File: src/rtl/adc_trig_capture_if.sv
// adc_trig_capture_if: ADC sample input and FIFO write-side bundle for adc_trig_capture.
interface adc_trig_capture_if #(
   parameter int NCH  = 2,
   parameter int DW   = 14,
   parameter int TS_W = 40
);
   logic [NCH*DW-1:0] adc_data;
   logic              adc_valid;
   logic              fifo_full;
   logic [NCH*DW-1:0] out_data;
   logic              out_valid;
   logic              out_first;
   logic              out_last;
   logic [TS_W-1:0]   out_ts;
   modport master (output adc_data, adc_valid, fifo_full,
                   input  out_data, out_valid, out_first, out_last, out_ts);
   modport slave  (input  adc_data, adc_valid, fifo_full,
                   output out_data, out_valid, out_first, out_last, out_ts);
endinterface

File: src/rtl/adc_trig_capture.sv
// adc_trig_capture: multi-channel triggered ADC capture with pre-trigger delay line,
// external/threshold triggering, per-event timestamp and drop accounting.
module adc_trig_capture #(
   parameter  int NCH       = 2,
   parameter  int DW        = 14,
   parameter  int PRE_DEPTH = 16,
   parameter  int LEN_W     = 12,
   parameter  int TS_W      = 40,
   localparam int PW        = $clog2(PRE_DEPTH)
) (
   input  logic              CLK,
   input  logic              RESET,
   adc_trig_capture_if.slave bus,
   input  logic [1:0]        mode,
   input  logic              ext_trig,
   input  logic [DW-1:0]     thresh,
   input  logic [NCH-1:0]    trig_mask,
   input  logic [PW-1:0]     pre_len,
   input  logic [LEN_W-1:0]  win_len,
   input  logic [TS_W-1:0]   time_in,
   output logic              busy,
   output logic              overflow,
   output logic [15:0]       miss_cnt
);
   typedef enum logic [1:0] {IDLE, FILL, ARMED, CAPTURE} state_t;
   state_t            state_q, state_d;
   logic [NCH*DW-1:0] dl_q [PRE_DEPTH];
   logic [DW-1:0]     prev_q [NCH];
   logic              prev_ok_q;
   logic [PW-1:0]     pre_q, pre_d, fill_q, fill_d;
   logic [LEN_W:0]    rem_q, rem_d, total;
   logic [TS_W-1:0]   ts_q, ts_d;
   logic [15:0]       miss_q, miss_d;
   logic              ovf_q, ovf_d;
   logic [NCH*DW-1:0] data_q, data_d, tap;
   logic              valid_q, valid_d, first_q, first_d, last_q, last_d;
   logic              thr_hit, trig, rearm, emit, is_first, is_last;
   always_comb begin
      thr_hit = 1'b0;
      for (int c = 0; c < NCH; c++)
         thr_hit |= trig_mask[c] & prev_ok_q & (prev_q[c] < thresh) & (bus.adc_data[c*DW +: DW] >= thresh);
      trig = bus.adc_valid & ((mode[0] & ext_trig) | (mode[1] & thr_hit));
      tap = (pre_q == '0) ? bus.adc_data : dl_q[pre_q - 1'b1];
      total = (LEN_W+1)'(pre_q) + ((win_len == '0) ? (LEN_W+1)'(1) : (LEN_W+1)'(win_len));
      // the cycle after the final sample doubles as the re-arm point, so back-to-back events lose no sample
      rearm = (state_q == ARMED) | ((state_q == CAPTURE) & (rem_q == '0));
      state_d = state_q;
      pre_d = pre_q;
      fill_d = fill_q;
      rem_d = rem_q;
      ts_d = ts_q;
      miss_d = miss_q;
      emit = 1'b0;
      is_first = 1'b0;
      is_last = 1'b0;
      if (state_q == IDLE && mode != 2'd0) begin
         state_d = FILL;
         pre_d = pre_len;
         fill_d = '0;
      end
      if (state_q == FILL)
         if (fill_q == pre_q) state_d = ARMED;
         else if (bus.adc_valid) fill_d = fill_q + 1'b1;
      if (state_q == CAPTURE && !rearm) begin
         if (trig && miss_q != 16'hFFFF) miss_d = miss_q + 1'b1;
         emit = bus.adc_valid;
         is_last = rem_q == (LEN_W+1)'(1);
         if (bus.adc_valid) rem_d = rem_q - 1'b1;
      end
      if (rearm) begin
         state_d = (mode == 2'd0) ? IDLE : trig ? CAPTURE : ARMED;
         if (mode != 2'd0 && trig) begin
            ts_d = time_in;
            emit = 1'b1;
            is_first = 1'b1;
            is_last = total == (LEN_W+1)'(1);
            rem_d = total - 1'b1;
         end
      end
      valid_d = emit & ~bus.fifo_full;
      first_d = is_first & valid_d;
      last_d = is_last & valid_d;
      data_d = valid_d ? tap : data_q;
      ovf_d = ovf_q | (emit & bus.fifo_full);
   end
   always_ff @(posedge CLK or negedge RESET) begin
      if (!RESET) begin
         state_q <= IDLE;
         pre_q <= '0;
         fill_q <= '0;
         rem_q <= '0;
         ts_q <= '0;
         miss_q <= '0;
         ovf_q <= 1'b0;
         data_q <= '0;
         valid_q <= 1'b0;
         first_q <= 1'b0;
         last_q <= 1'b0;
         prev_ok_q <= 1'b0;
         for (int i = 0; i < PRE_DEPTH; i++) dl_q[i] <= '0;
         for (int c = 0; c < NCH; c++) prev_q[c] <= '0;
      end else begin
         state_q <= state_d;
         pre_q <= pre_d;
         fill_q <= fill_d;
         rem_q <= rem_d;
         ts_q <= ts_d;
         miss_q <= miss_d;
         ovf_q <= ovf_d;
         data_q <= data_d;
         valid_q <= valid_d;
         first_q <= first_d;
         last_q <= last_d;
         if (bus.adc_valid) begin
            dl_q[0] <= bus.adc_data;
            for (int i = 1; i < PRE_DEPTH; i++) dl_q[i] <= dl_q[i-1];
            for (int c = 0; c < NCH; c++) prev_q[c] <= bus.adc_data[c*DW +: DW];
            prev_ok_q <= 1'b1;
         end
      end
   end
   assign bus.out_data = data_q;
   assign bus.out_valid = valid_q;
   assign bus.out_first = first_q;
   assign bus.out_last = last_q;
   assign bus.out_ts = ts_q;
   assign busy = state_q == CAPTURE;
   assign overflow = ovf_q;
   assign miss_cnt = miss_q;
endmodule

File: src/flat_wrapper.sv
// flat-port wrapper written by rule: the top's interface ports become plain ports
module adc_trig_capture_flat 
#(
   parameter  int NCH       = 2,
   parameter  int DW        = 14,
   parameter  int PRE_DEPTH = 16,
   parameter  int LEN_W     = 12,
   parameter  int TS_W      = 40,
   localparam int PW        = $clog2(PRE_DEPTH)
)
  (CLK, RESET, mode, ext_trig, thresh, trig_mask, pre_len, win_len, time_in, busy, overflow, miss_cnt, bus_adc_data, bus_adc_valid, bus_fifo_full, bus_out_data, bus_out_valid, bus_out_first, bus_out_last, bus_out_ts);
  adc_trig_capture_if #(.NCH(NCH), .DW(DW), .TS_W(TS_W)) bus_i ();
  input  logic CLK;
  input  logic RESET;
  input  logic [1:0] mode;
  input  logic ext_trig;
  input  logic [DW-1:0] thresh;
  input  logic [NCH-1:0] trig_mask;
  input  logic [PW-1:0] pre_len;
  input  logic [LEN_W-1:0] win_len;
  input  logic [TS_W-1:0] time_in;
  output logic busy;
  output logic overflow;
  output logic [15:0] miss_cnt;
  input wire logic [$bits(bus_i.adc_data)-1:0] bus_adc_data;
  input wire logic [$bits(bus_i.adc_valid)-1:0] bus_adc_valid;
  input wire logic [$bits(bus_i.fifo_full)-1:0] bus_fifo_full;
  output wire logic [$bits(bus_i.out_data)-1:0] bus_out_data;
  output wire logic [$bits(bus_i.out_valid)-1:0] bus_out_valid;
  output wire logic [$bits(bus_i.out_first)-1:0] bus_out_first;
  output wire logic [$bits(bus_i.out_last)-1:0] bus_out_last;
  output wire logic [$bits(bus_i.out_ts)-1:0] bus_out_ts;
  assign bus_i.adc_data = bus_adc_data;
  assign bus_i.adc_valid = bus_adc_valid;
  assign bus_i.fifo_full = bus_fifo_full;
  assign bus_out_data = bus_i.out_data;
  assign bus_out_valid = bus_i.out_valid;
  assign bus_out_first = bus_i.out_first;
  assign bus_out_last = bus_i.out_last;
  assign bus_out_ts = bus_i.out_ts;
  adc_trig_capture #(.NCH(NCH), .DW(DW), .PRE_DEPTH(PRE_DEPTH), .LEN_W(LEN_W), .TS_W(TS_W)) u_core (.CLK(CLK), .RESET(RESET), .bus(bus_i), .mode(mode), .ext_trig(ext_trig), .thresh(thresh), .trig_mask(trig_mask), .pre_len(pre_len), .win_len(win_len), .time_in(time_in), .busy(busy), .overflow(overflow), .miss_cnt(miss_cnt));
endmodule
File: config.mk
export PLATFORM = sky130hd
export DESIGN_NAME = adc_trig_capture_flat
export DESIGN_NICKNAME = d
export VERILOG_FILES = /design/src/rtl/adc_trig_capture_if.sv /design/src/rtl/adc_trig_capture.sv /design/src/flat_wrapper.sv
export SDC_FILE = /design/constraint.sdc
export NUM_CORES = 1
export LEC_CHECK = 0
export ABC_AREA = 0
export CORE_UTILIZATION = 40
export CTS_BUF_LIST = sky130_fd_sc_hd__clkbuf_8 sky130_fd_sc_hd__clkbuf_16
export CTS_CLUSTER_SIZE = 16
export DETAILED_ROUTE_END_ITERATION = 12
export GPL_ROUTABILITY_DRIVEN = 0
export GPL_TIMING_DRIVEN = 0
export PLACE_DENSITY = 0.62
export SYNTH_ARGS = -nofsm -noshare
export SYNTH_HDL_FRONTEND = slang
export SYNTH_SLANG_ARGS = --single-unit
File: constraint.sdc
create_clock -name CLK -period 5.8 [get_ports CLK]
set_clock_uncertainty 0.2 [all_clocks]
set_input_delay 0.87 -clock CLK [delete_from_list [all_inputs] [get_ports CLK]]
set_output_delay 0.87 -clock CLK [all_outputs]
set_load 0.02 [all_outputs]
==> summary.txt <==
Global routing
  • GR Util All Layers: 0.212
  • Vias in the first global route: 17500
  • Largest net degree at the start of global routing: 118
  • First-pass GRT wire length: 108000 µm
  • Antenna violations before repair: 0
  • Congestion Overflow GR: 0

Clock network
  • Post-CTS resize count: 0
  • CTS Buf Count: 61
  • Clock slew seen by the registers of the worst setup and hold paths: about 60 ps
  • Post-CTS Hold Buffers: 1
  • Skew-Pair Late Insertion Delay: 650 ps
  • Clk buf depth: 3
  • CTS sink count: 560
  • Post-CTS Setup Inserts: 0
  • Root Buffer: clkbuf_16
  • H-tree levels: 2
  • CTS tree: yes

Timing
  • Worst Tran Pin Value: 1180 ps
  • Final setup violation count: 0
  • Crit share post-route: 0.957
  • TNS Setup: 0 ps
  • Hold WS: 293 ps
  • Fin. Hold Viols: 0
  • Final slew viol count: 0
  • RSZ-0062 raised after global routing: false
  • Tmin final: 5550 ps
  • Fmax: 0.180 GHz
  • Relative slew slack: 0.214

Yosys
  • Post-Syn Instances: 1748
  • Syn avg cell area: 15.3 µm²
  • Netlist cell types: 62
  • Yosys reg bits: 560
  • Post-synthesis compound-gate area fraction: 0.0252
  • Mux cell area share after synthesis: 0.351
  • Yosys top cell by area: dfrtp_1
  • Yosys warning total: 0
  • Post-synthesis xor/xnor area fraction: 0.0160
  • Largest family of logic cells by synthesized area: multiplexers
  • Simple-Gate Fraction of Synth Area: 0.0311
  • Post-synth EDFFs: 0
  • Sequential share of the synthesized area: 0.525
  • Synthesized area: 0.0267 mm²
  • Fraction of registers with async set/reset: 1.00
  • Synth Area in Adders: 0.0312
  • Main synth FF type: dfrtp_1
  • Syn_nets: 1921
  • Area share of the largest cell type after synthesis: 0.525
  • Top post-synthesis cells by area: dfrtp_1, mux2_2, mux4_2, ha_1, clkbuf_1

Floorplan
  • Rows: 94
  • Starting density of the core: 0.405
  • DIE WIDTH: 260 µm
  • Ports: 196
  • Core area: around 0.066 mm²
  • Die area: 0.0678 mm²
  • Die Height: 260 µm

Setup path
  • FF-to-FF Start: u_core.pre_q[0]
  • Worst setup SP type: flop
  • Worst-path cell chain: clkbuf_1, buf_2, buf_2, inv_1, ha_1, clkbuf_1, clkbuf_1, mux4_2, mux4_2, mux2_2, mux2_2
  • Crit path kind: flop to flop
  • Critical path depth in cells: 11
  • Delay-heaviest family, CP: buffers and inverters
  • Crit-path most repeated cell: clkbuf_1
  • Reg2Reg Capture Point: u_core.bus.out_data[18]
  • Required time of the critical path: between 6000 and 7000 ps
  • CP arrival: 5870 ps
  • Crit path max-delay cell type: clkbuf_1
  • Reg2reg setup slack: 250 ps
  • Biggest cell delay along the critical path: ~930 ps
  • Worst path bufs/invs: 6
  • Largest fanout on the critical path: 10
  • Reg2reg path depth: 11
  • Critical Path End Type: flop

Worst hold path
  • Hold depth: 1
  • Worst hold path class: flop to flop
  • HP Start: u_core.overflow
  • Hold path endpoint: u_core.overflow

Placement
  • Port Buffers: 193
  • Placed Instances: 2810
  • Dpl cell area: 0.0299 mm²
  • Final HPWL DP: 50200 µm

Routing
  • Post-route ant nets: 0
  • Initial DRC Count: 968
  • WL per Instance: 24.1 µm
  • Post-route DRC violation count: 0
  • Vias/cell: 5.58
  • Total wire length: 70500 µm
  • Via Count: 16300
  • Initial DRT Pass Iterations: 6

Cells and area
  • FILL cells: 5645
  • Multi-input gate area: 0.0121 mm²
  • Net count, final: 2183
  • Register area: ~0.014 mm²
  • Antenna Cells: 0
  • Synth-to-layout area growth: 19.9%
  • Most common cell after layout, fill and taps aside: dfrtp_1
  • Ratio of cells with drive above 1 in the final layout: 0.400
  • Count of non-filler cells in the finished layout: around 2900
  • Design area: 0.0320 mm²
  • Commonest non-fill, non-tap cells in the layout: dfrtp_1, mux2_2, clkdlybuf4s50_1

Power
  • Worst VDD drop: 289 µV
  • Pleak: ~13 nW
  • Pwr Density: 567 mW/mm²

Status
  • Outcome: finished clean

Flow run
  • Max_cap viols: 0
flip-flops by register name (all words and copies together) (netlist names):
name	cells
u_core.bus.out_data	28
u_core.bus.out_first	1
u_core.bus.out_last	1
u_core.bus.out_ts	40
u_core.bus.out_valid	1
u_core.dl_q	421
u_core.fill_q	4
u_core.miss_cnt	16
u_core.overflow	1
u_core.pre_q	4
u_core.prev_ok_q	1
u_core.prev_q	27
u_core.rem_q	13
u_core.state_q	2
routing by layer:
layer | track usage | vias to the layer above | wire length [µm]
li1 | - | 7082 | -
met1 | 0.293 | 8749 | 31600
met2 | 0.351 | 381 | 34200
met3 | 0.0304 | 94 | 3180
met4 | 0.0562 | 0 | 1550
met5 | 0 | - | 0
area by class of cell:
class                   count  share of cell area
plain buffers             101              0.0136
well taps                 864              0.0338
flip-flops and latches    560               0.438
clock buffers              78              0.0550
multi-input cells        1058               0.379
inverters                  29             0.00340
clock inverters            32              0.0118
repair buffers            199              0.0651
worst max-delay path by stage:
stage	start	to	slack, ps
floorplan	win_len[5]	u_core.rem_q[7]	2020
global route	u_core.pre_q[0]	u_core.bus.out_data[17]	120
finish	u_core.pre_q[0]	u_core.bus.out_data[18]	250
global placement	RESET	u_core.dl_q[18]	-20910
CTS	u_core.pre_q[0]	u_core.bus.out_data[18]	260
detailed placement	u_core.pre_q[0]	u_core.bus.out_data[18]	310
cell usage after synthesis, types with 15 or more instances:
cell type  count
ha_1          65
mux4_2       139
a21oi_1       21
xnor2_1       32
nand2_1       38
nor2_1        30
xor2_1        15
inv_1         29
dfrtp_1      560
o21ai_0       22
clkbuf_1      80
mux2_2       545
nand3_1       20
where the power goes:
group | total [mW] | internal [mW] | switching, mW
combinational | 7.59 | 4.23 | 3.36
sequential | 6.49 | 5.43 | 1.06
clock | 4.07 | 2.44 | 1.63
logic make-up (layout without fill, tap and decap cells):
| group | Yosys count | count (layout) |
|---|---|---|
| fa+ha+maj | 66 | 66 |
| mux | 691 | 691 |
| compound gates | 93 | 93 |
| flops | 560 | 560 |
| buf+inv | 130 | 439 |
| simple gates | 160 | 160 |
| xor+xnor | 48 | 48 |
stage by stage:
step                utilization  setup WS, ps  power [mW]
finish                    0.486           249        18.1
floorplan                     -          2020        11.5
global route              0.486           124        19.1
detailed placement        0.453           310        14.2
CTS                       0.486           264        18.3
global placement          0.451        -20910        13.9
Note: power is estimated with default switching activity, not from simulation.
